<file path="src/rtl/fsm_input_conditioner.sv">
// Push-button front end for the lab FSM: synchronises and debounces btn_in into a
// clean level w, with one-cycle rise/fall strobes and a wrapping press counter.
module fsm_input_conditioner #(
  parameter int DEBOUNCE_CYCLES = 4,
  parameter int CNT_W           = 8
) (
  input  logic             clk,
  input  logic             rst,
  input  logic             btn_in,
  output logic             w,
  output logic             w_rise,
  output logic             w_fall,
  output logic [CNT_W-1:0] press_count
);

  localparam int CW = $clog2(DEBOUNCE_CYCLES + 1);
  localparam logic [CW-1:0] CNT_MAX = CW'(DEBOUNCE_CYCLES);
  localparam logic [CW-1:0] CNT_ONE = CW'(1);

  typedef enum logic [1:0] {
    LOW,
    WAIT_HIGH,
    HIGH,
    WAIT_LOW
  } state_t;

  state_t           state, state_next;
  logic [CW-1:0]    cnt, cnt_next;
  logic             s1, s2;
  logic             w_next, rise_next, fall_next;
  logic [CNT_W-1:0] count_next;

  always_ff @(posedge clk) begin
    if (rst) begin
      s1          <= 1'b0;
      s2          <= 1'b0;
      state       <= LOW;
      cnt         <= '0;
      w           <= 1'b0;
      w_rise      <= 1'b0;
      w_fall      <= 1'b0;
      press_count <= '0;
    end else begin
      s1          <= btn_in;
      s2          <= s1;
      state       <= state_next;
      cnt         <= cnt_next;
      w           <= w_next;
      w_rise      <= rise_next;
      w_fall      <= fall_next;
      press_count <= count_next;
    end
  end

  // A new level is accepted only after s2 holds it for DEBOUNCE_CYCLES+1 edges;
  // any disagreement in a WAIT state drops straight back with no partial credit.
  always_comb begin
    state_next = state;
    cnt_next   = cnt;
    w_next     = w;
    rise_next  = 1'b0;
    fall_next  = 1'b0;
    count_next = press_count;
    case (state)
      LOW: begin
        w_next = 1'b0;
        if (s2) begin
          state_next = WAIT_HIGH;
          cnt_next   = CNT_ONE;
        end else begin
          cnt_next = '0;
        end
      end
      WAIT_HIGH: begin
        w_next = 1'b0;
        if (!s2) begin
          state_next = LOW;
          cnt_next   = '0;
        end else if (cnt == CNT_MAX) begin
          state_next = HIGH;
          w_next     = 1'b1;
          rise_next  = 1'b1;
          count_next = press_count + CNT_W'(1);
          cnt_next   = '0;
        end else begin
          cnt_next = cnt + CNT_ONE;
        end
      end
      HIGH: begin
        w_next = 1'b1;
        if (!s2) begin
          state_next = WAIT_LOW;
          cnt_next   = CNT_ONE;
        end
      end
      WAIT_LOW: begin
        w_next = 1'b1;
        if (s2) begin
          state_next = HIGH;
          cnt_next   = '0;
        end else if (cnt == CNT_MAX) begin
          state_next = LOW;
          w_next     = 1'b0;
          fall_next  = 1'b1;
          cnt_next   = '0;
        end else begin
          cnt_next = cnt + CNT_ONE;
        end
      end
      default: begin
        state_next = LOW;
        w_next     = 1'b0;
        cnt_next   = '0;
      end
    endcase
  end

endmodule
</file>
<file path="config.mk">
export PLATFORM = sky130hd
export DESIGN_NAME = fsm_input_conditioner
export DESIGN_NICKNAME = d
export VERILOG_FILES = /design/src/rtl/fsm_input_conditioner.sv
export SDC_FILE = /design/constraint.sdc
export NUM_CORES = 1
export LEC_CHECK = 0
export ABC_AREA = 1
export CAP_MARGIN = 20
export CORE_UTILIZATION = 53
export CTS_BUF_LIST = sky130_fd_sc_hd__clkbuf_16
export DETAILED_ROUTE_END_ITERATION = 8
export PLACE_DENSITY_LB_ADDON = 0.05
export SLEW_MARGIN = 30
export SYNTH_ARGS = -nofsm -noshare
export SYNTH_HDL_FRONTEND = slang
export SYNTH_SLANG_ARGS = --single-unit
</file>
<file path="constraint.sdc">
create_clock -name clk -period 2.2 [get_ports clk]
set_clock_uncertainty 0.2 [all_clocks]
set_input_delay 0.44 -clock clk [delete_from_list [all_inputs] [get_ports clk]]
set_output_delay 0.44 -clock clk [all_outputs]
set_load 0.02 [all_outputs]
</file>
# After elaboration in Yosys (flattened, before gate mapping)
# Cells that the tools add are included.
[word_totals]
input_bits = 3
wordCells = 43
ff_bits = 18
[op_classes]
mux = 18
n_bitwise = 2
reduce_logical = 5
n_addsub = 2
n_eq_ne = 8
[op_table]
columns = ["op", "count"]
rows = [
  ["2-bit two-way mux", 6],
  ["3-bit two-way mux", 4],
  ["3-bit one-hot mux with 4 select lines", 1],
  ["8-bit by 1-bit adder with 8-bit output (second input constant)", 1],
  ["2-bit one-hot mux with 4 select lines", 1],
  ["3-bit != test (second input constant)", 2],
  ["1-bit two-way mux", 5],
  ["2-bit == test (second input constant)", 2],
  ["2-bit != test (second input constant)", 2],
  ["1-bit one-hot mux with 4 select lines", 1],
  ["4-bit AND reduction", 1],
  ["3-bit by 1-bit adder with 3-bit output (second input constant)", 1],
  ["3-bit == test (second input constant)", 1],
  ["3-bit AND reduction", 1],
  ["3-bit OR reduction", 1],
  ["2-bit by 1-bit == test with 1-bit output (second input constant)", 1],
  ["2-bit logical NOT", 1],
  ["1-bit inverter", 2],
  ["2-bit OR reduction", 1],
]

# Longest topological paths before layout
# Gate-level depths: netlist of run 1.
[logic_depth]
word_depth = 4
depth_mapped = 8
depth_no_buf = 8

# Least setup slack after synthesis of run 1
# Ideal clock, no wire load.
[synth_timing]
kind = "reg2reg"
from = "register cnt[0]"
to = "register press_count[3]"
arrival_ns = 1.098
setup_ns = 0.119
slack_ns = 0.782
path_stages_with_launch = 8
period_less_slack_ns = 1.418
cell_sequence = "dfxtp_1 -> inv_1 -> ha_1 -> nand3_4 -> nor2_8 -> nand2_1 -> o21ai_0 -> a21oi_1"
[synth_via]
elab_chain_len = 2
[synth_rtl]
columns = ["element", "line", "rtl"]
rows = [
  ["start, declared", "28", "logic [CW-1:0] cnt, cnt_next;"],
  ["start signal, assigned", "47", "cnt <= cnt_next;"],
  ["3-bit == test", "79", "end else if (cnt == CNT_MAX) begin"],
  ["3-bit AND reduction (no source line)", "-", ""],
  ["end signal, assigned", "51", "press_count <= count_next;"],
  ["end, declared", "13", "output logic [CNT_W-1:0] press_count"],
]
# No other way between the ends.
# A chain may end at the register's enable or synchronous reset.

# Worst setup path after layout of run 1
[layout_timing]
from = "register press_count[4]"
to = "output port press_count[4]"
# No word-level cell between the ends.

==> impl_metrics.py, run 1 <==
metrics = {
    "setup_path": {
        "cp_slowest_stage_delay_ns": 0.63,
        "critical-path-top-delay-family": "buffers and inverters",
        "end_kind": "primary output",
        "crit_buf_inv": 1,
        "r2r-end": "press_count[3]",
        "reg2reg_slack_ns": 0.48,
        "cp-start-kind": "register",
        "worstRegToRegCells": 7,
        "cpMaxStageDelayCell": "clkdlybuf4s50_1",
        "path_depth": 1,
        "worstPathRequired_ns": 1.56,
        "path_max_fanout": 5,
        "cp_cell_sequence": "clkdlybuf4s50_1",
        "arrival_ns": 1.26,
        "rr_startpoint": "cnt[0]",
        "critPathKind": "register to primary output",
    },
    "power_and_ir_drop": {
        "powerDensity_nw_per_um2": 687,
        "switchingPower_uw": 130,
        "combPwrFrac": 0.026,
        "leakagePower_uw": 0.000449,
        "swShare": 0.184,
        "power.internal_uw": 577,
        "clkPwrFrac": 0.506,
        "seqPwrFrac": 0.469,
        "ir_drop_v": 0.000438,
    },
    "placed_design": {
        "dpl.hpwl_um": 1050,
        "routabilityCongestion": 0.700,
        "port_buffers": 13,
    },
    "floorplan": {
        "die_w_um": 41.0,
        "design.core.area_um2": 1370,
        "io_pins": 14,
        "fp.dieArea_um2": 1680,
        "start_util": 0.591,
        "rows": 13,
        "die_height_um": 41.0,
    },
    "yosys": {
        "syn_area_per_cell_um2": 7.61,
        "synthMuxAreaShare": 0,
        "synth_seq_cells": 18,
        "syn-instance-count": 106,
        "seq_area_frac_synth": 0.447,
        "yosys.area_share.simple": 0.296,
        "synthAdderAreaFrac": 0.0465,
        "synth.distinct_cells": 20,
        "synthesis.nets": 112,
        "synth.cell_area_um2": 807,
        "synth-xor-area-share": 0.0217,
        "synth_top_family_by_area": "simple AND/OR/NAND/NOR gates",
        "synth.yosys.warnings": 0,
        "synth-compound-area-share": 0.0930,
    },
    "timing": {
        "layout_min_cycle_time_ns": 1.90,
        "whs_ns": 0.203,
        "final.period_utilization": 0.864,
        "worstMarginPinSlew_ns": 0.325,
        "fmax_ghz": 0.526,
        "rsz0062_at_grt": "no",
        "fin_setup_tns_ns": 0,
        "hold_viol": 0,
        "setup_viol": 0,
        "drv_slew": 0,
        "slew_headroom": 0.783,
    },
    "hold_path": {
        "holdPathEnd": "s2",
        "hold_path_depth": 2,
        "hold_path.class": "register to register",
        "min_from": "s1",
    },
    "global_routing": {
        "antenna_found_initial": 0,
        "first_global_vias": 553,
        "grt_max_degree": 11,
        "grt_usage": 0.217,
        "gr-total-overflow": 0,
        "grt_pass1_wl_um": 2290,
    },
    "run": {
        "drv_cap": 0,
    },
    "final_layout": {
        "diodes": 0,
        "nets": 129,
        "syn_to_final_growth_pct": 27.6,
        "fill_cells": 112,
        "layout-drive-gt1-share": 0.0902,
    },
    "clocking": {
        "cts_tree": "done",
        "holdBufCountCts": 0,
        "clk_pin_slew_ns": 0.05,
        "post-cts-setup-buffers": 0,
        "root_buffer": "clkbuf_16",
        "cts_resized": 0,
        "numCtsBuffers": 3,
        "cts_sinks": 18,
        "clock_latency_ns": 0.25,
        "htreeDepth": 1,
        "clockBufferDepth": 2,
    },
    "drt": {
        "drt-total-wl_um": 1530,
        "drtAntennaViolNets": 0,
        "dr.first_iter.drc_count": 3,
        "wl_per_cell_um": 11.2,
        "routed_via_density": 5.07,
        "drc_errors": 0,
        "vias": 695,
        "firstDrtPassIters": 3,
    },
    "run_status": {
        "status": "finished clean",
    },
}
-- cells in the mapped netlist (all sizes together) --
master  instances  share of area
nand2          24           0.11
a21oi           8          0.050
nor2           13          0.084
o21ai           7          0.043
ha              3          0.047
nor4            1         0.0078
xor2            2          0.022
nand3           6          0.053
buf             1         0.0062
nand4           3          0.023
clkinv          1         0.0062
nand3b          1          0.014
dfxtp          18           0.45
inv            18          0.084
-- routing by layer --
layer | global-route usage | vias to the layer above | wire length (µm)
met5 | 0 | - | 0
met3 | 0.0761 | 4 | 42
li1 | - | 367 | -
met1 | 0.252 | 311 | 743
met2 | 0.336 | 13 | 716
met4 | 0.133 | 0 | 31
-- final cells by class --
cell class	count	area [µm²]	area share
clock buffers	3	75.1	0.0729
clock inverters	1	3.75	0.00365
inverters	19	72.6	0.0705
multi-input cells	68	369	0.358
flip-flops and latches	18	360	0.350
well taps	15	18.8	0.0182
repair buffers	13	130	0.126
-- power by group through the flow --
stage / sequential [µW] / combinational (µW) / clock [µW]
6_report: 332 / 18.1 / 358
5_1_grt: 332 / 20.9 / 380
4_1_cts: 331 / 18.0 / 366
3_5_place_dp: 338 / 17.7 / 0
3_3_place_gp: 338 / 17.2 / 0
2_1_floorplan: 338 / 12.6 / 0
-- placed cells by master, fill, tap and decap left out, drive strengths merged --
| cell type | netlist | final |
|---|---|---|
| a21oi | 8 | 8 |
| clkbuf | 0 | 3 |
| clkdlybuf4s50 | 0 | 13 |
| clkinv | 1 | 2 |
| dfxtp | 18 | 18 |
| ha | 3 | 3 |
| inv | 18 | 18 |
| nand2 | 24 | 24 |
| nand3 | 6 | 6 |
| nand3b | 1 | 1 |
| nand4 | 3 | 3 |
| nor2 | 13 | 13 |
| nor4 | 1 | 1 |
| o21ai | 7 | 7 |
| xor2 | 2 | 2 |
-- sequential cells by signal (all words and copies together), names as in the netlist, named ones only --
name	cells
cnt	3
press_count	8
s1	1
s2	1
state	1
w	1
w_fall	1
w_rise	1
-- logic make-up (layout without fill, tap and decap cells) --
kind of cell | count (synthesis) | after routing
AO/OA/AOI/OAI | 15 | 15
XOR/XNOR | 2 | 2
adder cells (fa/ha/maj) | 3 | 3
buffers and inverters | 20 | 36
flip-flops | 18 | 18
AND/OR/NAND/NOR | 48 | 48
-- metrics by stage --
stage / instance area, µm² / instances / setup WS, ns / total power [µW] / util
3_3_place_gp: 951 / 133 / 0.389 / 355 / 0.696
3_5_place_dp: 951 / 133 / 0.340 / 356 / 0.696
6_report: 1030 / 137 / 0.299 / 707 / 0.754
2_1_floorplan: 807 / 106 / 0.782 / 350 / -
4_1_cts: 1030 / 137 / 0.295 / 715 / 0.754
5_1_grt: 1030 / 137 / 0.240 / 732 / 0.754
-- how the worst max path moves through the flow --
stage,startpoint,endpoint
global placement,rst,register
finish,press_count[4],press_count[4]
detailed placement,rst,w
floorplan,cnt[0],press_count[3]
CTS,press_count[4],press_count[4]
global route,press_count[4],press_count[4]
Note: power is estimated with default switching activity, not from simulation.
==> run 2, diff against run 1 <==
SLEW_MARGIN = 20   (was 30)
==> results of run 2 <==
The final DEF is identical to that of run 1; final timing and power are the same.
==> variant: new RTL, config.mk and constraints of run 2 <==
Encoding of `state_t`: now one-hot (4 bits for 4 states).
--- a/src/rtl/fsm_input_conditioner.sv
+++ b/src/rtl/fsm_input_conditioner.sv
@@ -18,9 +18,9 @@
   localparam logic [CW-1:0] CNT_ONE = CW'(1);
 
-  typedef enum logic [1:0] {
-    LOW,
-    WAIT_HIGH,
-    HIGH,
-    WAIT_LOW
+  typedef enum logic [3:0] {
+    LOW       = 4'b0001,
+    WAIT_HIGH = 4'b0010,
+    HIGH      = 4'b0100,
+    WAIT_LOW  = 4'b1000
   } state_t;
 
Function: same outputs for any inputs over 10 cycles, from zero or initial values and one cycle with rst high; not proved beyond that.
==> variant against run 2 <==
- first-iteration DRC count rose to 4.7 times the old value
- non-clock buffer count rose by 1
- synthesized cell count grew 44%
- core utilization is 4.7 points lower
- sequential cell count is 2 higher
- design area rose by 24%
- total power rose by 67%
- synthesized area is 31% higher
- wire length up 32%
- worst hold slack improved by 0.015 ns
- register-to-register slack improved by 0.02 ns
- setup slack about the same
- critical endpoint is now press_count[0]
- largest cell class unchanged
==> variant: results (changes against run 2) <==
[place]
buffer_ports.inserted = 13  ; unchanged
routabilityCongestion = 0.8358  ; +19%
place_hpwl_um = 1548  ; +47%
pre_cts_slack_ns = 0.5066  ; +0.1662 ns

[sta]
transition_time_at_the_pin_with_the_least_slew_margin_ns = 0.3492  ; +0.02421 ns

[critical_path]
crit_path_top_delay_cell = clkdlybuf4s50_1

[global_route]
grt_start_max_net_pins = 12  ; +1
grtUsageTotal = 0.2131  ; -0.003563
grt_first_pass_wirelength_um = 3305  ; +44%
first_global_vias = 820  ; +48%

[detailed_routing]
initialDrtViolationCount = 14  ; +11
route.vias.total = 939  ; +35%
postRouteWirelength_um = 2017  ; +32%
drt_first_pass_iters = 4  ; +1

[layout]
finalNetCount = 174  ; +35%
reg.largest.list = press_count x8, state x4, cnt x3
post_route_cells_drive_above_1_share = 0.1446  ; +0.05441
filler_cell_count_in_the_final_layout = 166  ; +48%

[cts]
cts_inserted_buffers = 3  ; unchanged
clock_tree_root_buffer_cell = clkbuf_16
clock_latency_ns = 0.24
cts_resized = 0  ; unchanged

[power]
power_leakage_nw = 0.5396  ; +20%
worst_ir_drop_vdd_v = 0.0009021  ; +110%

[synth]
synth.yosys.seq_area_share = 0.3783  ; -0.06826
synth.area.top_cells = dfxtp_1 (38%), nand2_1 (9.9%), nor2_1 (9.2%)
most_area_hungry_cell_type_in_the_yosys_netlist = dfxtp_1
synth_cell_type_count = 26  ; +30%
syn_nets = 159  ; +42%
netlist_top_cells_count = nand2_1 (28), nor2_1 (26), dfxtp_1 (20), inv_1 (15), nand3_1 (11)

[hold_path]
worst_hold_path_type = flip-flop to flip-flop

[outcome]
status = finished clean

==> variant: path summary, 6_finish.rpt <==
check | from | end | slack, ns | depth (start not counted)
max | press_count[0]$_SDFFE_PP0P_ | press_count[0] | 0.30 | 1
min | s1$_SDFF_PP0_ | s2$_SDFF_PP0_ | 0.22 | 2
max reg2reg | cnt[0]$_SDFFE_PP0P_ | press_count[7]$_SDFFE_PP0P_ | 0.50 | 9
min reg2reg | s1$_SDFF_PP0_ | s2$_SDFF_PP0_ | 0.22 | 2
==> variant: area by class of cell <==
cell class	instances	area [um2]	share of cell area
Sequential cell	20	400.4	0.3147
Multi-Input combinational cell	108	549.3	0.4317
Inverter	21	78.83	0.06195
Tap cell	25	31.28	0.02458
Clock buffer	3	75.07	0.05900
Timing Repair Buffer	14	137.6	0.1082
==> variant: stage by stage <==
step / instance area [um2] / instances / hold slack [ns]
floorplan: 1059 / 153 / 0.1883
global placement: 1197 / 188 / 0.1937
detailed placement: 1197 / 188 / 0.2033
CTS: 1272 / 191 / 0.2192
global route: 1272 / 191 / 0.2440
finish: 1272 / 191 / 0.2179
==> variant: logic make-up after synthesis <==
group	synth area share
buf+inv	0.1028
xor+xnor	0.008276
simple gates	0.3676
flops	0.3782
compound gates	0.1076
fa+ha+maj	0.03546
==> variant: power by group <==
part	internal [mW]	switching, mW	leakage (nW)
sequential	0.398	0.0452	0.162
combinational	0.139	0.238	0.340
clock	0.239	0.120	0.0370
==> variant: layer usage <==
| metal | vias to the layer above | routed length, um | global-route usage |
|---|---|---|---|
| met2 | 17 | 960 | 0.3472 |
| met4 | 0 | 10 | 0.04571 |
| met5 | - | 0 | 0 |
| met1 | 411 | 956 | 0.2766 |
| li1 | 509 | - | - |
| met3 | 2 | 88 | 0.06275 |
==> variant: worst reg2reg max path, delay by kind of cell (launching register included) <==
family	cells	cell delay, ns
adder cells (fa/ha/maj)	1	0.18
flip-flops	1	0.32
buffers and inverters	1	0.10
AND/OR/NAND/NOR	7	0.80
